### config.mk
export PLATFORM = sky130hd
export DESIGN_NAME = fetch_unit
export DESIGN_NICKNAME = d
export VERILOG_FILES = /design/src/rtl/fetch_unit.sv
export SDC_FILE = /design/constraint.sdc
export NUM_CORES = 1
export LEC_CHECK = 0
export BUFFER_PORTS_ARGS = -buffer_cell sky130_fd_sc_hd__buf_4
export CORE_MARGIN = 1
export CORE_UTILIZATION = 49
export DETAILED_ROUTE_END_ITERATION = 12
export PLACE_DENSITY = 0.78
export SLEW_MARGIN = 25
export SYNTH_ARGS = -nofsm -noshare
export SYNTH_HDL_FRONTEND = slang
export SYNTH_SLANG_ARGS = --single-unit
### constraint.sdc
create_clock -name clk -period 4.1 [get_ports clk]
set_input_delay 0.615 -clock clk [delete_from_list [all_inputs] [get_ports clk]]
set_output_delay 0.615 -clock clk [all_outputs]
set_load 0.02 [all_outputs]
### src/rtl/fetch_unit.sv
// fetch_unit: instruction fetch stage feeding decode.
// Owns the PC, issues word fetches over a req/gnt/rvalid handshake (one
// outstanding at most), buffers returned words in a small FIFO and presents
// {id_pc, id_ir} to decode. EX redirects flush the FIFO and squash any fetch
// still in flight.
// Optional build macro FETCH_PERF_CNT_EN adds perf_stall_cnt / perf_flush_cnt.
module fetch_unit #(
  parameter logic [31:0] RESET_PC = 32'h0000_0000,
  parameter int          DEPTH    = 2
) (
  input  logic        clk,
  input  logic        rstn,
  input  logic        redirect,
  input  logic [31:0] redirect_pc,
  output logic        imem_req,
  output logic [31:0] imem_addr,
  input  logic        imem_gnt,
  input  logic        imem_rvalid,
  input  logic [31:0] imem_rdata,
  output logic        id_valid,
  input  logic        id_ready,
  output logic [31:0] id_ir,
  output logic [31:0] id_pc
`ifdef FETCH_PERF_CNT_EN
  ,
  output logic [31:0] perf_stall_cnt,
  output logic [15:0] perf_flush_cnt
`endif
);

  localparam logic [31:0] NOP = 32'h0000_0013;
  localparam int AW = (DEPTH > 1) ? $clog2(DEPTH) : 1;
  localparam int CW = $clog2(DEPTH + 1);

  typedef enum logic [1:0] {
    S_IDLE,
    S_WAIT,
    S_DROP
  } fetch_state_e;

  typedef struct packed {
    logic [31:0] pc;
    logic [31:0] ir;
  } fetch_entry_t;

  fetch_state_e  state;
  logic [31:0]   fetch_pc;
  logic [31:0]   issue_pc;

  fetch_entry_t  fifo_q [DEPTH];
  logic [AW-1:0] wr_ptr, rd_ptr;
  logic [CW-1:0] count;

  logic          st_wait;
  logic          pop, push, room;
  logic [CW:0]   occ;

  // Occupancy seen by a new request: buffered words plus the one in flight
  // (a squashed fetch in DROP never lands, so it reserves no slot).
  assign st_wait   = (state == S_WAIT);
  assign id_valid  = (count != '0);
  assign pop       = id_valid & id_ready;
  assign push      = st_wait & imem_rvalid & ~redirect;
  assign occ       = {1'b0, count} + (CW+1)'(st_wait) - (CW+1)'(pop);
  assign room      = (occ < (CW+1)'(DEPTH));

  // Request may overlap the returning response, giving back-to-back issue.
  assign imem_req  = rstn & ~redirect & room & ((state == S_IDLE) | imem_rvalid);
  assign imem_addr = fetch_pc;

  // Head is shown combinationally; NOP/0 when the FIFO is empty.
  assign id_ir     = id_valid ? fifo_q[rd_ptr].ir : NOP;
  assign id_pc     = id_valid ? fifo_q[rd_ptr].pc : 32'h0;

  // PC and outstanding-fetch tracking; redirect overrides everything.
  always_ff @(posedge clk or negedge rstn) begin
    if (!rstn) begin
      state    <= S_IDLE;
      fetch_pc <= RESET_PC;
      issue_pc <= RESET_PC;
    end else if (redirect) begin
      fetch_pc <= redirect_pc & ~32'h3;
      case (state)
        S_WAIT:  state <= imem_rvalid ? S_IDLE : S_DROP;
        S_DROP:  if (imem_rvalid) state <= S_IDLE;
        default: state <= S_IDLE;
      endcase
    end else if (imem_req && imem_gnt) begin
      fetch_pc <= fetch_pc + 32'd4;
      issue_pc <= fetch_pc;
      state    <= S_WAIT;
    end else if (state != S_IDLE && imem_rvalid) begin
      state    <= S_IDLE;
    end
  end

  // FIFO pointers and count; a redirect empties it even if a pop coincides.
  always_ff @(posedge clk or negedge rstn) begin
    if (!rstn) begin
      wr_ptr <= '0;
      rd_ptr <= '0;
      count  <= '0;
    end else if (redirect) begin
      wr_ptr <= '0;
      rd_ptr <= '0;
      count  <= '0;
    end else begin
      if (push) wr_ptr <= wr_ptr + AW'(1);
      if (pop)  rd_ptr <= rd_ptr + AW'(1);
      count <= count + CW'(push) - CW'(pop);
    end
  end

  // FIFO storage; contents are only visible through a valid count.
  always_ff @(posedge clk) begin
    if (push) fifo_q[wr_ptr] <= '{pc: issue_pc, ir: imem_rdata};
  end

`ifdef FETCH_PERF_CNT_EN
  // Starvation and flush counters; free-running, wrap, cleared only by reset.
  always_ff @(posedge clk or negedge rstn) begin
    if (!rstn) begin
      perf_stall_cnt <= '0;
      perf_flush_cnt <= '0;
    end else begin
      if (!id_valid) perf_stall_cnt <= perf_stall_cnt + 32'd1;
      if (redirect)  perf_flush_cnt <= perf_flush_cnt + 16'd1;
    end
  end
`endif

endmodule
### After elaboration in Yosys (flattened, before gate mapping)

Memory sizes are Yosys's and may differ from the RTL's.
Index checks and enable logic that the tools add are counted.

* eq/ne operators: 3
* add/sub/neg operators: 7
* bitwise gates (word level): 8
* mux-type cells: 17
* reductions and logical operators: 11
* magnitude comparators: 1

Operators by type and width (count)
* 2-to-1 mux 32 bit: 4
* adder 32 x 3 -> 32 bit, second input constant: 1
* 2-to-1 mux 2 bit: 6
* nonzero test 2 bit: 5
* bitwise AND 1 bit: 6
* 2-to-1 mux 1 bit: 6
* one-hot mux 2 bit (2 select lines): 1
* AND reduction 2 bit: 2
* adder 2 x 1 -> 3 bit: 1
* < comparator 3 x 2 -> 1 bit, second input constant: 1
* inequality test 3 bit, second input constant: 1
* nonzero test 3 bit: 1
* subtractor 3 x 1 -> 3 bit: 1
* adder 1 bit, second input constant: 2
* adder 2 x 1 -> 2 bit: 1
* equality test 2 x 1 -> 1 bit, second input constant: 1
* equality test 2 bit, second input constant: 1
* logical AND 1 bit: 2
* zero test 2 bit: 1
* subtractor 2 x 1 -> 2 bit: 1
* inverter 1 bit: 1
* bitwise OR 1 bit: 1

* input bits: 70
* RAM bits: 128
* word-level logic and storage cells: 54
* register bits after elaboration: 70
* memories kept: 1

Memories
* fifo_q: words 2, bits a word 64, read ports 1, clocked after memory_dff 0, write ports 1, line 50 `fetch_entry_t fifo_q [DEPTH];`

### Longest topological paths before layout

Gate-level depths: netlist of run 1.

* depth after elaboration: 9
* mapped depth: 12

### Worst setup path before layout of run 1

Ideal clock, no wire load.

* kind: input to register
* start: in redirect
* end: mem fifo_q[0][0] in the netlist's numbering (enable)
* data arrival time: 3.677 ns
* setup time: 0.482 ns
* buffers on the path: 1
* cell stages on the path: 4
* setup slack: -0.059 ns
* cell sequence: clkbuf_1 clkinv_1 nand3_1 nor2_1

* cells in the longest elaborated chain, start to end: 4

RTL lines
* start: declaration: line 13 `input logic redirect,`
* inverter 1 bit (no line)
* bitwise AND 1 bit: line 63 `assign push = st_wait & imem_rvalid & ~redirect;`
* 2-to-1 mux 1 bit: line 116 `if (push) fifo_q[wr_ptr] <= '{pc: issue_pc, ir: imem_rdata};`
* 2-to-1 mux 1 bit (not written as such): line 116
* end: declaration: line 50

Every way passes these cells.

### Final worst setup path of run 1

* start: reg state[0]
* end: reg fetch_pc[27], in the netlist imem_addr[27]

* cells in the longest elaborated chain, start to end: 8
* elaborated cells on any way between the ends: 10

RTL lines
* start: declaration: line 46 `fetch_state_e state;`
* start signal: assignment: line 84 `S_WAIT: state <= imem_rvalid ? S_IDLE : S_DROP;`
* equality test 2 x 1 -> 1 bit: line 60 `assign st_wait = (state == S_WAIT);`
* adder 2 x 1 -> 3 bit: line 64 `assign occ = {1'b0, count} + (CW+1)'(st_wait) - (CW+1)'(pop);`
* subtractor 3 x 1 -> 3 bit: line 64
* < comparator 3 x 2 -> 1 bit: line 65 `assign room = (occ < (CW+1)'(DEPTH));`
* bitwise AND 1 bit: line 68 `assign imem_req = rstn & ~redirect & room & ((state == S_IDLE) | imem_rvalid);`
* bitwise AND 1 bit (*): line 68
* logical AND 1 bit (*): line 88 `end else if (imem_req && imem_gnt) begin`
* nonzero test 2 bit (no line) (*)
* end signal: assignment: line 82 `fetch_pc <= redirect_pc & ~32'h3;`
* end signal: assignment: line 89 `fetch_pc <= fetch_pc + 32'd4;`
* end: declaration: line 47 `logic [31:0] fetch_pc;`

Every way passes the cells marked *; elsewhere a longest branch is shown, timed or not.
A chain may end at the register's enable or synchronous reset.

==> results of run 1 <==
[worst paths after layout]
kind / start / endpoint / slack, ns / cells past startpoint
max reg2reg: state[0] / imem_addr[27] / 0.78 / 8
max: state[0] / imem_addr[27] / 0.78 / 8
min in group asynchronous: rstn / issue_pc[17] / 0.43 / 2
min reg2reg: issue_pc[26] / fifo_q[1][58] / 0.48 / 0
min: imem_rdata[15] / fifo_q[0][15] / 0.38 / 1
max in group asynchronous: rstn / rd_ptr / 3.02 / 2
[cells by family after synthesis]
| logic type | after synthesis | synth area share, % |
|---|---|---|
| other | 1 | 0.0470 |
| muxes | 64 | 8.04 |
| AOI/OAI and AO/OA | 58 | 4.73 |
| and+or+nand+nor | 265 | 15.1 |
| xor gates and xnor gates | 14 | 1.54 |
| adders and majority gates | 4 | 0.721 |
| DFF | 190 | 67.3 |
| buffers and inverters | 46 | 2.54 |
[metrics by stage]
step | cell area [sq um] | utilization [%] | setup WS, ns
2_1_floorplan | 8000 | - | -0.0590
3_3_place_gp | 9440 | 59.4 | 0.986
3_5_place_dp | 9440 | 59.4 | 0.886
4_1_cts | 10100 | 63.4 | 0.833
5_1_grt | 10100 | 63.4 | 0.666
6_report | 10100 | 63.4 | 0.781
[state kept, by name (all words and copies together), names as in the netlist]
register	cells
wr_ptr	1
fifo_q	124
state	2
count	2
imem_addr	30
issue_pc	30
rd_ptr	1
[layer usage]
layer  up-vias  wire length [microns]  share of wire, %
li1       2601                      -                 -
met1      2728                   7470                42
met2       206                   8790                49
met3        20                   1430               8.0
met4         0                    247               1.4
met5         -                      0                 0
[report_power, final]
part           internal (mW)  leakage [nW]  switching, mW
clock network           1.03         0.310          0.689
logic                  0.872          1.85           1.34
registers               2.36          1.95          0.273
[cell type report]
cell class | instances | area share [%]
Sequential cell | 190 | 53.4
Multi-Input combinational cell | 409 | 24.3
Timing Repair Buffer | 171 | 13.0
Clock buffer | 22 | 5.13
Tap cell | 216 | 2.68
Clock inverter | 10 | 1.19
Inverter | 9 | 0.335
[layout by cell type (no fill, tap or decap), types with 13 or more instances in the layout]
master	count
nor2_1	73
o21ai_0	27
dfrtp_1	65
edfxtp_1	124
mux2i_1	63
nand3_1	15
buf_4	169
nand2_1	126
clkbuf_16	19
nand4_1	13
==> impl_metrics.yaml, run 1 <==
outcome:
  status: "finished clean"
worst_setup_path:
  crit_slowest_cell: "or3_2"
  cp_cell_sequence: "nor2b_1 > xor2_1 > nand2_1 > fa_1 > nand4b_1 > or3_2 > or4_1 > nand3_1"
  critPathRequiredTime_ns: 4.46
  worstSetupEndpointType: "flop"
  cp_top_family: "simple AND/OR/NAND/NOR gates"
  crit_arrival_ns: 3.67
  critPathLaunchType: "flop"
  critPathBufInv: 0
  cp_slowest_stage_delay_ns: 0.78
  path_class: "flop to flop"
  critPathMaxFanout: 36
min_path:
  hold_path.class: "input pin to flop"
floorplan:
  num_io_pins: 168
  dieWidth_microns: 130
  fp.dieH_microns: 130
  std_cell_rows: 46
  core_sq_mm: 0.0159
  dieArea_sq_mm: 0.0168
  start_util_pct: 50.3
grt:
  grt_antenna_before_repair: 0
  grt_max_degree: 67
  grt_use_met2_pct: 36.7
  grt_util_met1_pct: 27.8
  grt_overflow_total: 0
  grt_pass1_wl_microns: 27900
  grt_pass1_vias: 5490
  gr-usage-met3_pct: 6.23
  grt_usage_pct: 22.1
  grt_busiest_layer: "met2"
route:
  dr_total_vias: 5555
  drt_iter0_markers: 377
  wl_per_cell_microns: 17.5
  vias_per_cell: 5.41
  drt_pre_antenna_iters: 5
  drc: 0
  detail-route-antenna-nets: 0
  wl_microns: 17900
logic_synthesis:
  synth_most_common_cell: "nand2_1"
  synth.distinct_cells: 49
  synth.largest_area_cell: "edfxtp_1"
  synth_area_sq_mm: 0.00799
  synth_seq_area_share_pct: 67.3
  avgSynthCellArea_sq_um: 12.4
  synth-edff-count: 124
  synth_top_area_share_pct: 46.6
  synth-seq-cells: 190
  synthCells: 642
  postSynth.asyncResetShare_pct: 34.7
  yosysWarningCount: 0
  netlist_top_cells_count: "126 x nand2_1, 124 x edfxtp_1, 76 x nor2_1"
  yosys_most_used_dff: "edfxtp_1"
  synth_area_leaders: "edfxtp_1 47%, dfrtp_1 21%, mux2i_1 7.9%, nand2_1 5.9%, nor2_1 3.6%"
final_layout:
  seq_area_sq_mm: 0.00538
  diodes: 0
  multi_input_area_sq_mm: 0.00245
  layout-drive-gt1-share_pct: 27.1
  syn_to_final_growth_pct: 26.2
  nNetsFinal: 872
  fin_cells: 1027
  n_fill_cell: 1225
cts:
  cts_max_level: 4
  cts_root_buf: "clkbuf_16"
  cts_setup_buffers: 0
  cts_inserted_buffers: 17
  cts.sinks: 190
  cts_tree: "done"
  cts_resized: 0
  clock_latency_ns: 0.42
  cts.clk_slew.worst_paths_ns: 0.07
  ctsHoldBuffers: 0
  cts_buffer_depth: 2
power_and_ir_drop:
  p_per_area_mw_per_mm2: 651
  p_leak_nw: 4.11
  finalPower_mw: 6.56
  peakVddDrop_v: 0.000341
placed_design:
  port_buffers: 161
  dp_cells: 995
  hpwl_microns: 12000
  gp_congestion: 0.851
sta:
  finalClockSkew_ns: 0.00607
  max-slew-margin-rel_pct: 43.9
  fmax_mhz: 301
  hold_viol: 0
  finalSetupTns_ns: 0
  holdWs_ns: 0.376
  setup_viol: 0
  slew_violations: 0
  rsz0062_at_grt: "no"
  period_minus_slack_ns: 3.32
  period_share_pct: 80.9
  worst_pin_slew_ns: 0.842
job:
  maxCapViolCount: 0
(Power assumes the default switching activity.)
==> run 2, diff against run 1 <==
--- a/config.mk
+++ b/config.mk
@@ -5,11 +5,12 @@
 export SDC_FILE = /design/constraint.sdc
 export NUM_CORES = 1
 export LEC_CHECK = 0
+export ABC_AREA = 1
 export BUFFER_PORTS_ARGS = -buffer_cell sky130_fd_sc_hd__buf_4
 export CORE_MARGIN = 1
-export CORE_UTILIZATION = 49
+export CORE_UTILIZATION = 50
 export DETAILED_ROUTE_END_ITERATION = 12
-export PLACE_DENSITY = 0.78
+export PLACE_DENSITY = 0.79
 export SLEW_MARGIN = 25
 export SYNTH_ARGS = -nofsm -noshare
 export SYNTH_HDL_FRONTEND = slang
==> constraint.sdc (replaced) <==
create_clock -name clk -period 2.95 [get_ports clk]
set_input_delay 0.4425 -clock clk [delete_from_list [all_inputs] [get_ports clk]]
set_output_delay 0.4425 -clock clk [all_outputs]
set_load 0.02 [all_outputs]
==> run 2 against run 1 <==
Effect of this change: worst hold slack got worse by 0.29 ns; largest power group unchanged; routed wire length rose by 6.6%; sequential share of layout area fell by 1.7 points; design area rose by 3.2%; critical path type is now flop to output port; total power rose by 41%; combinational power rose by 48%; clock skew rose by 0.0038 ns; area after synthesis rose by 4.3%.
==> impl_metrics.yaml, run 2 <==
cts:
  cts_root_buf: "clkbuf_16"
  cts_tree: "done"
  cts_inserted_buffers: 17
  cts_max_level: 4
  cts.sinks: 190
  clock_latency_ns: 0.43
  ctsHoldBuffers: 0
  cts.clk_slew.worst_paths_ns: 0.07
  cts_buffer_depth: 2
route:
  drt_pre_antenna_iters: 5
  wl_microns: 19100
  dr_total_vias: 6482
  drc: 0
  drt_iter0_markers: 399
  wl_per_cell_microns: 15.3
  vias_per_cell: 5.19
  detail-route-antenna-nets: 0
power_and_ir_drop:
  pwr-share-seq_pct: 40.7
  combPwrFrac_pct: 35.1
  p_leak_nw: 4.53
  p_int_mw: 5.84
  swShare_pct: 37.0
  p_per_area_mw_per_mm2: 891
  peakVddDrop_v: 0.000514
  clkPwrFrac_pct: 24.1
  switchingPower_mw: 3.43
logic_synthesis:
  netlist_top_cells_count: "330 x nand2_1, 124 x edfxtp_1, 66 x dfrtp_1"
  synth_most_common_cell: "nand2_1"
  synth_top_area_share_pct: 44.7
  synth_seq_area_share_pct: 64.6
  yosysWarningCount: 0
  synth.distinct_cells: 31
  synth_area_leaders: "edfxtp_1 45%, dfrtp_1 20%, nand2_1 15%, a21oi_1 3.7%, nor2_1 2.9%"
  postSynth.asyncResetShare_pct: 34.7
  synthCells: 859
  synth-seq-cells: 190
  synth-edff-count: 124
  yosys_most_used_dff: "edfxtp_1"
  synth_area_sq_mm: 0.00833
  avgSynthCellArea_sq_um: 9.69
  synth.largest_area_cell: "edfxtp_1"
sta:
  period_minus_slack_ns: 2.86
  finalClockSkew_ns: 0.00984
  setup_viol: 0
  period_share_pct: 96.9
  worst_pin_slew_ns: 0.658
  setup_ws_ns: 0.0918
  fmax_mhz: 350
  slew_violations: 0
  hold_viol: 0
  max-slew-margin-rel_pct: 56.1
  holdWs_ns: 0.0831
  rsz0062_at_grt: "yes"
placed_design:
  hpwl_microns: 12800
  dpl_worst_slack_ns: 0.0866
  port_buffers: 161
  placed_area_sq_mm: 0.00976
  gp_congestion: 0.904
final_layout:
  layout_common_cells: "329 x nand2_1, 178 x buf_4, 124 x edfxtp_1"
  fin_area_sq_mm: 0.0104
  syn_to_final_growth_pct: 24.9
  top_register: "fifo_q"
  largest_register_ffs: 124
  n_fill_cell: 1265
  layout-drive-gt1-share_pct: 22.5
  final_common_cell: "nand2_1"
  nNetsFinal: 1094
  diodes: 0
grt:
  grt_overflow_total: 0
  grt_usage_pct: 23.2
  grt_antenna_before_repair: 0
  grt_pass1_wl_microns: 29700
  grt_max_degree: 63
  grt_pass1_vias: 5966
floorplan:
  fp.dieH_microns: 131
  start_util_pct: 51.9
  dieArea_sq_mm: 0.0172
  num_io_pins: 168
  core_sq_mm: 0.0161
  dieWidth_microns: 131
  std_cell_rows: 46
worst_setup_path:
  worstReg2RegStart: "count[0]"
  crit_arrival_ns: 2.42
  r2r.worst_path.cells: 14
  worstSetupEndpointType: "output port"
  r2r_slack_ns: 0.17
  critPathRequiredTime_ns: 2.51
  reg2reg_to: "imem_addr[10]"
  critPathLaunchType: "flop"
  critPathMaxFanout: 4
  path_class: "flop to output port"
job:
  maxCapViolCount: 0
min_path:
  hold_path.class: "input pin to asynchronous set/reset pin"
outcome:
  status: "finished clean"
[run 2: layout make-up]
type / instances / area, sq um / share of cell area (%)
well taps: 216 / 270 / 2.60
repair buffers: 180 / 1370 / 13.2
clock buffers: 25 / 507 / 4.87
flip-flops and latches: 190 / 5380 / 51.7
multi-input cells: 584 / 2620 / 25.2
clock inverters: 7 / 78.8 / 0.758
inverters: 47 / 181 / 1.74
[run 2: routing by layer]
metal / share of wire (%) / up-vias / GRT usage [%]
met5: 0 / - / 0
met4: 1.9 / 0 / 8.79
met3: 7.7 / 29 / 4.63
met2: 49 / 257 / 39.3
met1: 41 / 3040 / 29.6
li1: - / 3156 / -
[run 2: cell families after synthesis]
| family | count (synthesis) | synth area share (%) |
|---|---|---|
| XOR/XNOR | 15 | 1.58 |
| flip-flops | 190 | 64.6 |
| AO/OA/AOI/OAI | 101 | 6.24 |
| AND/OR/NAND/NOR | 460 | 22.1 |
| buffers and inverters | 88 | 4.75 |
| other | 1 | 0.0450 |
| adder cells (fa/ha/maj) | 4 | 0.691 |
[run 2: power by group through the flow]
stage	clock, mW	combinational (mW)	sequential [mW]
after global routing	2.37	3.60	3.84
final	2.24	3.26	3.78
after global placement	0	3.12	3.79
after detailed placement	0	3.18	3.82
after floorplan	0	1.86	3.82
after CTS	2.26	3.22	3.77
[run 2: worst max-delay path by stage]
stage | startpoint | endpoint | slack [ns]
3_3_place_gp | count[0] | imem_addr[10] | 0.12
5_1_grt | count[0] | imem_req | -0.05
2_1_floorplan | redirect | fifo_q[1][0] | 0.009
3_5_place_dp | count[0] | imem_addr[10] | 0.09
4_1_cts | count[1] | imem_req | 0.001
6_report | count[0] | imem_req | 0.09
[run 2: critical path, stage by stage (launching register included)]
cell,delay [ns]
dfrtp_1,0.41
nor2_4,0.15
inv_4,0.05
nand2_4,0.09
inv_2,0.05
nor2_2,0.11
o21ai_1,0.09
fa_1,0.48
nand2_1,0.06
nor2_2,0.13
inv_1,0.05
nor2_1,0.08
nand2_1,0.06
inv_1,0.07
buf_6,0.12
[run 2: per-stage QoR]
| step | power, mW | TNS, ns | cells | util [%] |
|---|---|---|---|---|
| detailed placement | 7.00 | 0 | 1214 | 60.8 |
| global placement | 6.92 | 0 | 1214 | 60.8 |
| global route | 9.81 | -0.0536 | 1249 | 64.7 |
| CTS | 9.25 | 0 | 1247 | 64.5 |
| finish | 9.27 | 0 | 1249 | 64.7 |
| floorplan | 5.68 | 0 | 862 | - |
[run 2: what timing repair did]
action | in CTS | in global routing
setup endpoints to repair | 1 | 19
pin swaps | 0 | 6
gates resized for setup | 3 | 9
setup buffers | 1 | 2
